<file path="config.mk">
export PLATFORM = sky130hd
export DESIGN_NAME = instr_fetch_decode
export DESIGN_NICKNAME = d
export VERILOG_FILES = /design/src/rtl/instr_fetch_decode.sv
export SDC_FILE = /design/constraint.sdc
export NUM_CORES = 1
export LEC_CHECK = 0
export CORE_ASPECT_RATIO = 0.75
export CORE_UTILIZATION = 40
export CTS_BUF_LIST = sky130_fd_sc_hd__clkbuf_16
export CTS_CLUSTER_SIZE = 12
export DETAILED_ROUTE_END_ITERATION = 16
export DONT_BUFFER_PORTS = 1
export PLACE_DENSITY = 0.52
export RECOVER_POWER = 100
export SYNTH_ARGS = -nofsm -noshare
export SYNTH_HDL_FRONTEND = slang
export SYNTH_SLANG_ARGS = --single-unit
</file>
<file path="constraint.sdc">
create_clock -name clock -period 6.2 [get_ports clock]
set_input_delay 1.24 -clock clock [delete_from_list [all_inputs] [get_ports clock]]
set_output_delay 1.24 -clock clock [all_outputs]
set_load 0.1 [all_outputs]
</file>
<file path="src/rtl/instr_fetch_decode.sv">
// Multi-cycle LEGv8 fetch/decode controller: FETCH -> DECODE -> EXEC -> WB, one instruction in flight.
// Optional feature: define FD_CBZ_EN to decode CBZ and branch on the Zero flag.
module instr_fetch_decode (
    input  logic        clock,
    input  logic        reset,
    output logic        imem_req,
    output logic [63:0] imem_addr,
    input  logic        imem_ack,
    input  logic [31:0] imem_rdata,
    input  logic        Zero,
    output logic [5:0]  Read1,
    output logic [5:0]  Read2,
    output logic [5:0]  WriteReg,
    output logic [10:0] OpCodefield,
    output logic [8:0]  SEin,
    output logic [1:0]  ALUOp,
    output logic [1:0]  AluSrc,
    output logic        RegWrite,
    output logic        instr_done,
    output logic        illegal
);

    typedef enum logic [1:0] {
        S_FETCH  = 2'd0,
        S_DECODE = 2'd1,
        S_EXEC   = 2'd2,
        S_WB     = 2'd3
    } state_t;

    localparam logic [10:0] OP_ADD  = 11'b10001011000;
    localparam logic [10:0] OP_SUB  = 11'b11001011000;
    localparam logic [10:0] OP_AND  = 11'b10001010000;
    localparam logic [10:0] OP_ORR  = 11'b10101010000;
    localparam logic [10:0] OP_LDUR = 11'b11111000010;
    localparam logic [10:0] OP_STUR = 11'b11111000000;
    localparam logic [7:0]  OP_CBZ  = 8'b10110100;

    state_t      state_q;
    logic [63:0] pc_q;
    logic [31:0] ir_q;
    logic        wr_q;
    logic        cbz_q;
    logic        taken_q;

    logic [5:0]  rn_s, rm_s, rd_s;
    logic [5:0]  read1_d, read2_d, wreg_d;
    logic [1:0]  aluop_d, alusrc_d;
    logic        wr_d, cbz_d, illegal_d;
    logic [63:0] br_off_s, pc_next_s;
    logic        unused_s;

    assign rn_s = {1'b0, ir_q[9:5]};
    assign rm_s = {1'b0, ir_q[20:16]};
    assign rd_s = {1'b0, ir_q[4:0]};

    // Control decode of the latched instruction word
    always_comb begin
        read1_d   = 6'd0;
        read2_d   = 6'd0;
        wreg_d    = 6'd0;
        aluop_d   = 2'b00;
        alusrc_d  = 2'b00;
        wr_d      = 1'b0;
        cbz_d     = 1'b0;
        illegal_d = 1'b0;
        case (ir_q[31:21])
            OP_ADD, OP_SUB, OP_AND, OP_ORR: begin
                read1_d = rn_s;
                read2_d = rm_s;
                wreg_d  = rd_s;
                aluop_d = 2'b10;
                wr_d    = 1'b1;
            end
            OP_LDUR: begin
                read1_d  = rn_s;
                wreg_d   = rd_s;
                alusrc_d = 2'b01;
                wr_d     = 1'b1;
            end
            OP_STUR: begin
                read1_d  = rn_s;
                read2_d  = rd_s;
                alusrc_d = 2'b01;
            end
            default: begin
`ifdef FD_CBZ_EN
                if (ir_q[31:24] == OP_CBZ) begin
                    read2_d = rd_s;
                    aluop_d = 2'b01;
                    cbz_d   = 1'b1;
                end else begin
                    illegal_d = 1'b1;
                end
`else
                illegal_d = 1'b1;
`endif
            end
        endcase
    end

    // Branch offset is the 19-bit word displacement in instr[23:5]; adds wrap modulo 2^64
    assign br_off_s  = {{43{ir_q[23]}}, ir_q[23:5], 2'b00};
    assign pc_next_s = taken_q ? (pc_q + br_off_s) : (pc_q + 64'd4);
    assign unused_s  = ^{Zero, cbz_q, ir_q[11:10]};

    // Request drops in the very cycle reset is seen, so no fetch is advertised during reset
    assign imem_req  = (state_q == S_FETCH) && !reset;
    assign imem_addr = pc_q;

    // Sequencer with registered datapath/control outputs
    always_ff @(posedge clock) begin
        if (reset) begin
            state_q     <= S_FETCH;
            pc_q        <= 64'd0;
            ir_q        <= 32'd0;
            wr_q        <= 1'b0;
            cbz_q       <= 1'b0;
            taken_q     <= 1'b0;
            Read1       <= 6'd0;
            Read2       <= 6'd0;
            WriteReg    <= 6'd0;
            OpCodefield <= 11'd0;
            SEin        <= 9'd0;
            ALUOp       <= 2'b00;
            AluSrc      <= 2'b00;
            RegWrite    <= 1'b0;
            instr_done  <= 1'b0;
            illegal     <= 1'b0;
        end else begin
            case (state_q)
                S_FETCH: begin
                    if (imem_ack) begin
                        ir_q    <= imem_rdata;
                        state_q <= S_DECODE;
                    end else begin
                        state_q <= S_FETCH;
                    end
                end
                S_DECODE: begin
                    Read1       <= read1_d;
                    Read2       <= read2_d;
                    WriteReg    <= wreg_d;
                    OpCodefield <= ir_q[31:21];
                    SEin        <= ir_q[20:12];
                    ALUOp       <= aluop_d;
                    AluSrc      <= alusrc_d;
                    wr_q        <= wr_d;
                    cbz_q       <= cbz_d;
                    illegal     <= illegal | illegal_d;
                    state_q     <= S_EXEC;
                end
                S_EXEC: begin
`ifdef FD_CBZ_EN
                    taken_q <= cbz_q & Zero;
`else
                    taken_q <= 1'b0;
`endif
                    RegWrite   <= wr_q;
                    instr_done <= 1'b1;
                    state_q    <= S_WB;
                end
                S_WB: begin
                    pc_q       <= pc_next_s;
                    taken_q    <= 1'b0;
                    RegWrite   <= 1'b0;
                    instr_done <= 1'b0;
                    state_q    <= S_FETCH;
                end
                default: begin
                    state_q <= S_FETCH;
                end
            endcase
        end
    end

endmodule

</file>
==> flow_summary.ini, run 1 <==
[setup_path]
crit_chain = clkbuf_1 > nand4_1 > nor4_1 > nand4_4 > or3_1 > a21oi_1
reg2regPathDepth = 6
rrSetupSlack_ps = 1850
cp_data_required_time_ps = 6540
worstPathMaxFanout = 15
worst_setup_path_end_kind = register
start_kind = register
r2r_end = imem_addr[55]
r2r_start = imem_addr[2]
critPathKind = register to register
max_stage_delay_ps = 1400
crit_family = simple AND/OR/NAND/NOR gates
cp.buffers_inverters = 1
crit_start = imem_addr[2]
crit_path_top_delay_cell = nor4_1
worstPathArrival_ps = 4690

[power_and_ir_drop]
leakage_nw = 2.194
p_total_mw = 2.093
p_per_area_mw_per_mm2 = 329.4
ir_drop_v = 0.0002375

[hold_path]
hp-class = register to register
min_to = ir_q[14]
min_path_cells = 2
min_from = ir_q[14]

[sta]
fmax_mhz = 229.7
setup_ws_ps = 1847
drv_slew = 41
period_needed_ps = 4353
finalHoldViolCount = 0
tns_ps = 0
worst_pin_slew_ps = 1808
finalCritPeriodShare = 0.7021
slew_headroom = -0.2078
skew_ps = 9.822
rsz0062_at_grt = false
finalSetupViolations = 0

[route]
firstDrtPassIters = 5
detail-route-antenna-nets = 0
vias = 4698
drc = 0
via_per_inst = 5.580
dr.first_iter.drc_count = 383
wl_per_cell_um = 16.48
drt-total-wl_um = 13880

[global_route]
first_global_vias = 4467
overflow = 0
track_usage = 0.1994
antenna_found_initial = 0
grt_max_degree = 136
grt_pass1_wl_um = 22990

[clock_tree]
clock_latency_ps = 410
cts-root-to-sink-buffers = 2
ctsRootBufferMaster = clkbuf_16
cts_hold_buf = 0
postCtsSetupBuffers = 0
h-tree-depth = 4
clkSlewWorstSetupHoldPaths_ps = 60
numCtsBuffers = 17
cts_resized = 0
cts_sinks = 135
cts_tree = yes

[floorplanning]
ioPinCount = 146
dieArea_mm2 = 0.01465
coreArea_mm2 = 0.01375
die_w_um = 139.4
die-height_um = 105.1
rows = 37
start_util = 0.4121

[final_layout]
drive_gt1_frac = 0.05697
mostFrequentLayoutCells = dfxtp_1 (135), nor2_1 (97), nand2_1 (88), a21oi_1 (54), nand4_1 (32)
layout.nets = 696
fill_cells = 1348
num_antenna_cells = 0
final_area_mm2 = 0.006354
final_common_cell = dfxtp_1
area_delta_synth_final_pct = 12.12

[synth]
yosysSeqAreaShare = 0.4769
synth_edf_count = 0
postSynthCellCount = 654
syn_area_per_cell_um2 = 8.665
ys_types = 43
synthArstFlopShare = 0
synth_area_mm2 = 0.005667
yosys_warnings = 0
ys_ff_latch = 135
synthFlopType = dfxtp_1

[outcome]
failed_checks = max-capacitance violations, max-slew violations
outcome = complete, but fails checks

[place]
place_congestion = 0.7808
dp_hpwl_um = 9391
pre_cts_ws_ps = 2817
numPortBuffers = 0
placed_area_mm2 = 0.005817

[run]
max-cap-violations = 3
==> logic make-up after synthesis <==
kind of cell | after synthesis | synth area share
compound gates | 88 | 0.08722
xor+xnor | 38 | 0.05873
fa+ha+maj | 6 | 0.01325
buf+inv | 48 | 0.03842
flops | 135 | 0.4769
mux | 30 | 0.05321
other cells | 1 | 0.0006618
simple gates | 308 | 0.2716
==> per-layer routing <==
metal	global-route usage	routed length [µm]	vias up
met4	0.08016	126	0
li1	-	-	2263
met5	0	0	-
met2	0.2965	5996	153
met3	0.06187	1085	10
met1	0.2671	6672	2272
==> power by group <==
group | leakage, nW | switching, mW | internal (mW) | total, mW
clock | 0.308 | 0.368 | 0.661 | 1.03
combinational | 0.793 | 0.0790 | 0.0331 | 0.112
sequential | 1.09 | 0.0601 | 0.891 | 0.952
==> stage by stage <==
| stage | utilization | hold slack [ps] | cells |
|---|---|---|---|
| final | 0.4621 | 450.1 | 842 |
| after floorplan | - | 436.0 | 660 |
| after CTS | 0.4664 | 447.9 | 842 |
| after global placement | 0.4231 | 435.4 | 810 |
| after detailed placement | 0.4231 | 440.0 | 810 |
| after global routing | 0.4621 | 465.8 | 842 |
==> synth_stat cells, types with 2 or more instances <==
cell      count  area (µm²)
a21oi_1      54       270.3
a222oi_1      5       50.05
a22oi_1       5       37.54
and2_1        3       18.77
and3_1        4       25.02
and4_2        2       20.02
buf_1         2       7.510
buf_4         8       60.06
clkbuf_1     24       90.09
dfxtp_1     135        2703
ha_1          6       75.07
inv_1        13       48.80
mux2i_1      29       290.3
nand2_1      88       330.3
nand3_1      24       120.1
nand4_1      31       193.9
nand4_2       2       25.02
nand4_4       2       42.54
nor2_1       97       364.1
nor2b_1       4       25.02
nor3_1       10       50.05
nor4_1        8       50.05
nor4_2        3       37.54
nor4_4        2       42.54
nor4b_1       2       17.52
o21ai_0      19       95.09
or3_1        19       118.9
or4_1         2       15.01
xnor2_1       9       78.83
xor2_1       29       254.0
==> cell type report <==
type | instances | area [µm²] | area share
clock buffer | 17 | 425.4 | 0.06696
clock inverter | 15 | 170.2 | 0.02678
inverter | 13 | 48.80 | 0.007680
multi-input combinational | 477 | 2746 | 0.4323
sequential | 135 | 2703 | 0.4254
tap | 175 | 219.0 | 0.03446
timing repair buffer | 10 | 41.29 | 0.006499
==> tightest hold or removal path, stage by stage (launching register included) <==
cell,delay (ps)
dfxtp_1,310
nand2_1,50
a21oi_1,50
==> worst max path at each step <==
stage                     cells after the start  slack [ps]            end
after detailed placement                      5        2820  imem_addr[60]
after floorplan                               3        2020       imem_req
after global routing                          6        1350  imem_addr[55]
final                                         6        1850  imem_addr[55]
after global placement                        5        2890  imem_addr[60]
after CTS                                     5        2760  imem_addr[60]
==> flip-flops by register name, indices dropped and copies added (netlist names) <==
| signal | flops |
|---|---|
| ALUOp | 1 |
| AluSrc | 1 |
| OpCodefield | 11 |
| Read1 | 5 |
| Read2 | 5 |
| RegWrite | 1 |
| SEin | 9 |
| WriteReg | 5 |
| illegal | 1 |
| imem_addr | 62 |
| instr_done | 1 |
| ir_q | 30 |
| state_q | 2 |
| wr_q | 1 |
No activity file was read; power rests on OpenSTA's default activity.
==> inputs of run 2 (changes only) <==
==> constraint.sdc (replaced) <==
create_clock -name clock -period 4.3 [get_ports clock]
set_input_delay 0.86 -clock clock [delete_from_list [all_inputs] [get_ports clock]]
set_output_delay 0.86 -clock clock [all_outputs]
set_load 0.1 [all_outputs]
==> run 2 against run 1 <==
Compared with the run above:
- the run still ends with max-capacitance violations, max-slew violations left
- via count increased by 1.1%
- clock power increased by 35%
- highest routed layer unchanged
- setup slack got worse by 1300 ps
- largest power group unchanged
- critical endpoint is now imem_addr[32]
==> flow_summary.ini, run 2 (same netlist as run 1, synthesis figures left out) <==
[sta]
finalSetupViolations = 0
slew_headroom = -0.2360
fmax_mhz = 267.7
tns_ps = 0
worst_pin_slew_ps = 1850
whs_ps = 447.0
finalHoldViolCount = 0
skew_ps = 7.624
rsz0062_at_grt = false
drv_slew = 32
finalCritPeriodShare = 0.8688
period_needed_ps = 3736
setup_ws_ps = 564.2

[final_layout]
final_cells = 886
num_antenna_cells = 0
final_common_cell = dfxtp_1
final_area_mm2 = 0.006519
multi_input_area_mm2 = 0.002746
area_delta_synth_final_pct = 15.04
fill_cells = 1357
mostFrequentLayoutCells = dfxtp_1 (135), nor2_1 (97), nand2_1 (88), a21oi_1 (54), clkbuf_1 (44)
largest_reg_flops = 62
ff_latch_area_mm2 = 0.002703
utilization = 0.4741
drive_gt1_frac = 0.07032
layout.nets = 740

[hold_path]
min_path_cells = 2
min_from = ir_q[13]
min_to = ir_q[13]
hp-class = register to register

[setup_path]
r2r_start = imem_addr[25]
worstPathMaxFanout = 7
worst_setup_path_end_kind = register
r2r_end = imem_addr[32]
crit_chain = clkbuf_1 > nand4_1 > nor4_1 > nand4_1 > xor2_1 > nor2_1
reg2regPathDepth = 6
critPathKind = register to register
rrSetupSlack_ps = 560
worstPathArrival_ps = 4090
max_stage_delay_ps = 1180
start_kind = register
cp_data_required_time_ps = 4650
crit_path_top_delay_cell = nor4_1
cp_common_cell = nand4_1

[place]
placed_area_mm2 = 0.006147
pre_cts_ws_ps = 1197
numPortBuffers = 0
place_inst = 854
place_congestion = 0.8064
dp_hpwl_um = 9643

[clock_tree]
cts_hold_buf = 0
clkSlewWorstSetupHoldPaths_ps = 60
postCtsSetupBuffers = 0
cts_resized = 0
h-tree-depth = 4
ctsRootBufferMaster = clkbuf_16
cts_tree = yes
numCtsBuffers = 17
clock_latency_ps = 420
cts_sinks = 135
cts-root-to-sink-buffers = 2

[floorplanning]
die_w_um = 139.4
rows = 37
start_util = 0.4121
die-height_um = 105.1
dieArea_mm2 = 0.01465
coreArea_mm2 = 0.01375
ioPinCount = 146

[outcome]
outcome = complete, but fails checks
failed_checks = max-capacitance violations, max-slew violations

[run]
max-cap-violations = 2

[global_route]
grt_max_degree = 136
overflow = 0
track_usage = 0.2003
antenna_found_initial = 0
first_global_vias = 4530
grt_pass1_wl_um = 23290

[route]
drc = 0
drt-total-wl_um = 14250
wl_per_cell_um = 16.08
vias = 4752
firstDrtPassIters = 4
via_per_inst = 5.363
dr.first_iter.drc_count = 342
detail-route-antenna-nets = 0

[power_and_ir_drop]
ir_drop_v = 0.0002459
p_total_mw = 2.922
leakage_nw = 2.249
p_per_area_mw_per_mm2 = 448.2
-- run 2: power breakdown --
group          internal, mW  leakage [nW]  switching (mW)
registers              1.29          1.09          0.0862
clock network         0.843         0.273           0.545
logic                0.0480         0.884           0.115
total                  2.18          2.25           0.746
-- run 2: worst max-delay path: cells and delay by family, from the launching register on --
kind,cells,cell delay (ps)
and+or+nand+nor,4,2120
DFF,1,300
buffers and inverters,1,1010
xor gates and xnor gates,1,230
-- run 2: final cells by class --
class / instances / area share
well taps: 175 / 0.03359
inverters: 13 / 0.007486
flip-flops and latches: 135 / 0.4146
clock buffers: 17 / 0.06526
repair buffers: 54 / 0.03685
multi-input cells: 477 / 0.4213
clock inverters: 15 / 0.02092
-- run 2: routing by layer --
layer  GRT usage  vias to the layer above  wire (µm)
li1            -                     2358          -
met1      0.2775                     2258       7130
met2      0.2854                      122       5979
met3     0.06829                       14        971
met4     0.07143                        0        170
met5           0                        -          0
-- run 2: worst max-delay path by stage --
| stage | start | end | cells after the start |
|---|---|---|---|
| 2_1_floorplan | reset | imem_req | 3 |
| 3_3_place_gp | imem_addr[35] | imem_addr[60] | 5 |
| 3_5_place_dp | imem_addr[35] | imem_addr[60] | 5 |
| 4_1_cts | imem_addr[35] | imem_addr[60] | 5 |
| 5_1_grt | imem_addr[25] | imem_addr[34] | 6 |
| 6_report | imem_addr[25] | imem_addr[32] | 6 |
==> inputs of run 3 (changes only) <==
--- a/config.mk
+++ b/config.mk
@@ -5,6 +5,7 @@
 export SDC_FILE = /design/constraint.sdc
 export NUM_CORES = 1
 export LEC_CHECK = 0
+export CAP_MARGIN = 25
 export CORE_ASPECT_RATIO = 0.75
 export CORE_UTILIZATION = 40
 export CTS_BUF_LIST = sky130_fd_sc_hd__clkbuf_16
==> run 3 against run 2 <==
Compared with the run above:
- the flow still finishes with violations (max-capacitance violations, max-slew violations)
- power about the same
- count of clock-buffer cells in the layout did not move
- routed wire length decreased by 0.15%
- cell area increased by 0.65%
- combinational power up 5%
- non-clock buffer count increased by 5
- flip-flop and latch count is the same
- cell count grew 0.45%
- via count rose by 0.93%
- sequential share of layout area down 0.27 points
- critical path type unchanged
==> flow_summary.ini, run 3 (same netlist as run 1, synthesis figures left out) <==
[sta]
finalCritPeriodShare = 0.8338
finalSetupViolations = 0
fmax_mhz = 278.9
period_needed_ps = 3585
worst_pin_slew_ps = 1854
slew_headroom = -0.2384
rsz0062_at_grt = false
skew_ps = 8.952
tns_ps = 0
drv_slew = 1
finalHoldViolCount = 0

[global_route]
antenna_found_initial = 0
grt_pass1_wl_um = 23340
first_global_vias = 4598
track_usage = 0.2019
grt_max_degree = 136
overflow = 0

[floorplanning]
die-height_um = 105.1
die_w_um = 139.4
coreArea_mm2 = 0.01375
start_util = 0.4121
ioPinCount = 146
rows = 37
dieArea_mm2 = 0.01465

[run]
max-cap-violations = 1

[clock_tree]
cts_tree = yes
numCtsBuffers = 17
clkSlewWorstSetupHoldPaths_ps = 60
clock_latency_ps = 410
ctsRootBufferMaster = clkbuf_16
cts-root-to-sink-buffers = 2
cts_sinks = 135
cts_hold_buf = 0
cts_resized = 0
h-tree-depth = 4
postCtsSetupBuffers = 0

[route]
wl_per_cell_um = 15.99
drt-total-wl_um = 14230
vias = 4796
dr.first_iter.drc_count = 346
firstDrtPassIters = 5
detail-route-antenna-nets = 0
drc = 0
via_per_inst = 5.389

[place]
numPortBuffers = 0
placed_area_mm2 = 0.006180
place_congestion = 0.8064
dp_hpwl_um = 9751

[power_and_ir_drop]
ir_drop_v = 0.0003070
leakage_nw = 2.264
p_per_area_mw_per_mm2 = 445.4
p_total_mw = 2.922

[setup_path]
rrSetupSlack_ps = 710
crit_family = simple AND/OR/NAND/NOR gates
start_kind = register
crit_path_top_delay_cell = clkbuf_1
reg2regPathDepth = 6
cp_data_required_time_ps = 4640
r2r_start = imem_addr[24]
worstPathMaxFanout = 10
r2r_end = imem_addr[60]
critPathKind = register to register
worst_setup_path_end_kind = register
worstPathArrival_ps = 3930
max_stage_delay_ps = 950
cp.buffers_inverters = 2
crit_chain = clkbuf_1 > inv_1 > nor4_1 > nand4_1 > or3_1 > a21oi_1

[final_layout]
area_delta_synth_final_pct = 15.79
drive_gt1_frac = 0.07273
utilization = 0.4772
layout.nets = 745
num_antenna_cells = 0
fill_cells = 1366
largest_reg_flops = 62
final_common_cell = dfxtp_1
final_area_mm2 = 0.006561
mostFrequentLayoutCells = dfxtp_1 (135), nor2_1 (97), nand2_1 (88), a21oi_1 (54), clkbuf_1 (48)

[outcome]
outcome = complete, but fails checks
failed_checks = max-capacitance violations, max-slew violations

[hold_path]
min_path_cells = 2
min_to = ir_q[13]
min_from = ir_q[13]
hp-class = register to register
## run 3: cell count changes in the layout (fill, tap and decap cells not counted), sizes merged
cell | before | now
clkbuf | 61 | 65
clkinvlp | 2 | 3
inv | 14 | 13
buf | 10 | 11
clkinv | 10 | 9
## run 3: per-stage QoR
step                setup slack [ps]  std cells  hold WS, ps
floorplan                      882.4        660        436.0
global placement                1241        854        435.5
detailed placement              1250        856        440.1
CTS                             1194        887        447.8
global route                   490.3        890        467.0
finish                         714.8        890        446.7
## run 3: worst max-delay path by stage
stage                              from            end  slack (ps)  cells after the start
after floorplan                   reset       imem_req         880                      3
after global placement    imem_addr[35]  imem_addr[60]        1240                      5
after detailed placement  imem_addr[35]  imem_addr[60]        1250                      5
after CTS                 imem_addr[35]  imem_addr[60]        1190                      5
after global routing      imem_addr[25]  imem_addr[60]         490                      6
final                     imem_addr[24]  imem_addr[60]         710                      6
## run 3: metal layers
metal / GRT usage / share of wire / vias up
met5: 0 / 0 / -
met4: 0.06825 / 0.0092 / 0
met3: 0.07333 / 0.083 / 12
met2: 0.2940 / 0.43 / 152
met1: 0.2732 / 0.48 / 2270
li1: - / - / 2362
## run 3: layout make-up
class,count,area [µm²],share of cell area
clock buffer,17,425.4,0.06484
clock inverter,14,136.4,0.02079
inverter,13,48.80,0.007437
multi-input combinational,477,2746,0.4186
sequential,135,2703,0.4119
tap,175,219.0,0.03337
timing repair buffer,59,282.8,0.04310
## run 3: worst register-to-register path: stages (launching register included)
cell	delay, ps
dfxtp_1	310
clkbuf_1	950
inv_1	260
nor4_1	810
nand4_1	560
or3_1	500
a21oi_1	130
## run 3: power breakdown
group          switching [mW]  total (mW)  internal (mW)
clock network           0.538        1.38          0.842
registers              0.0860        1.37           1.29
logic                   0.117       0.171         0.0540
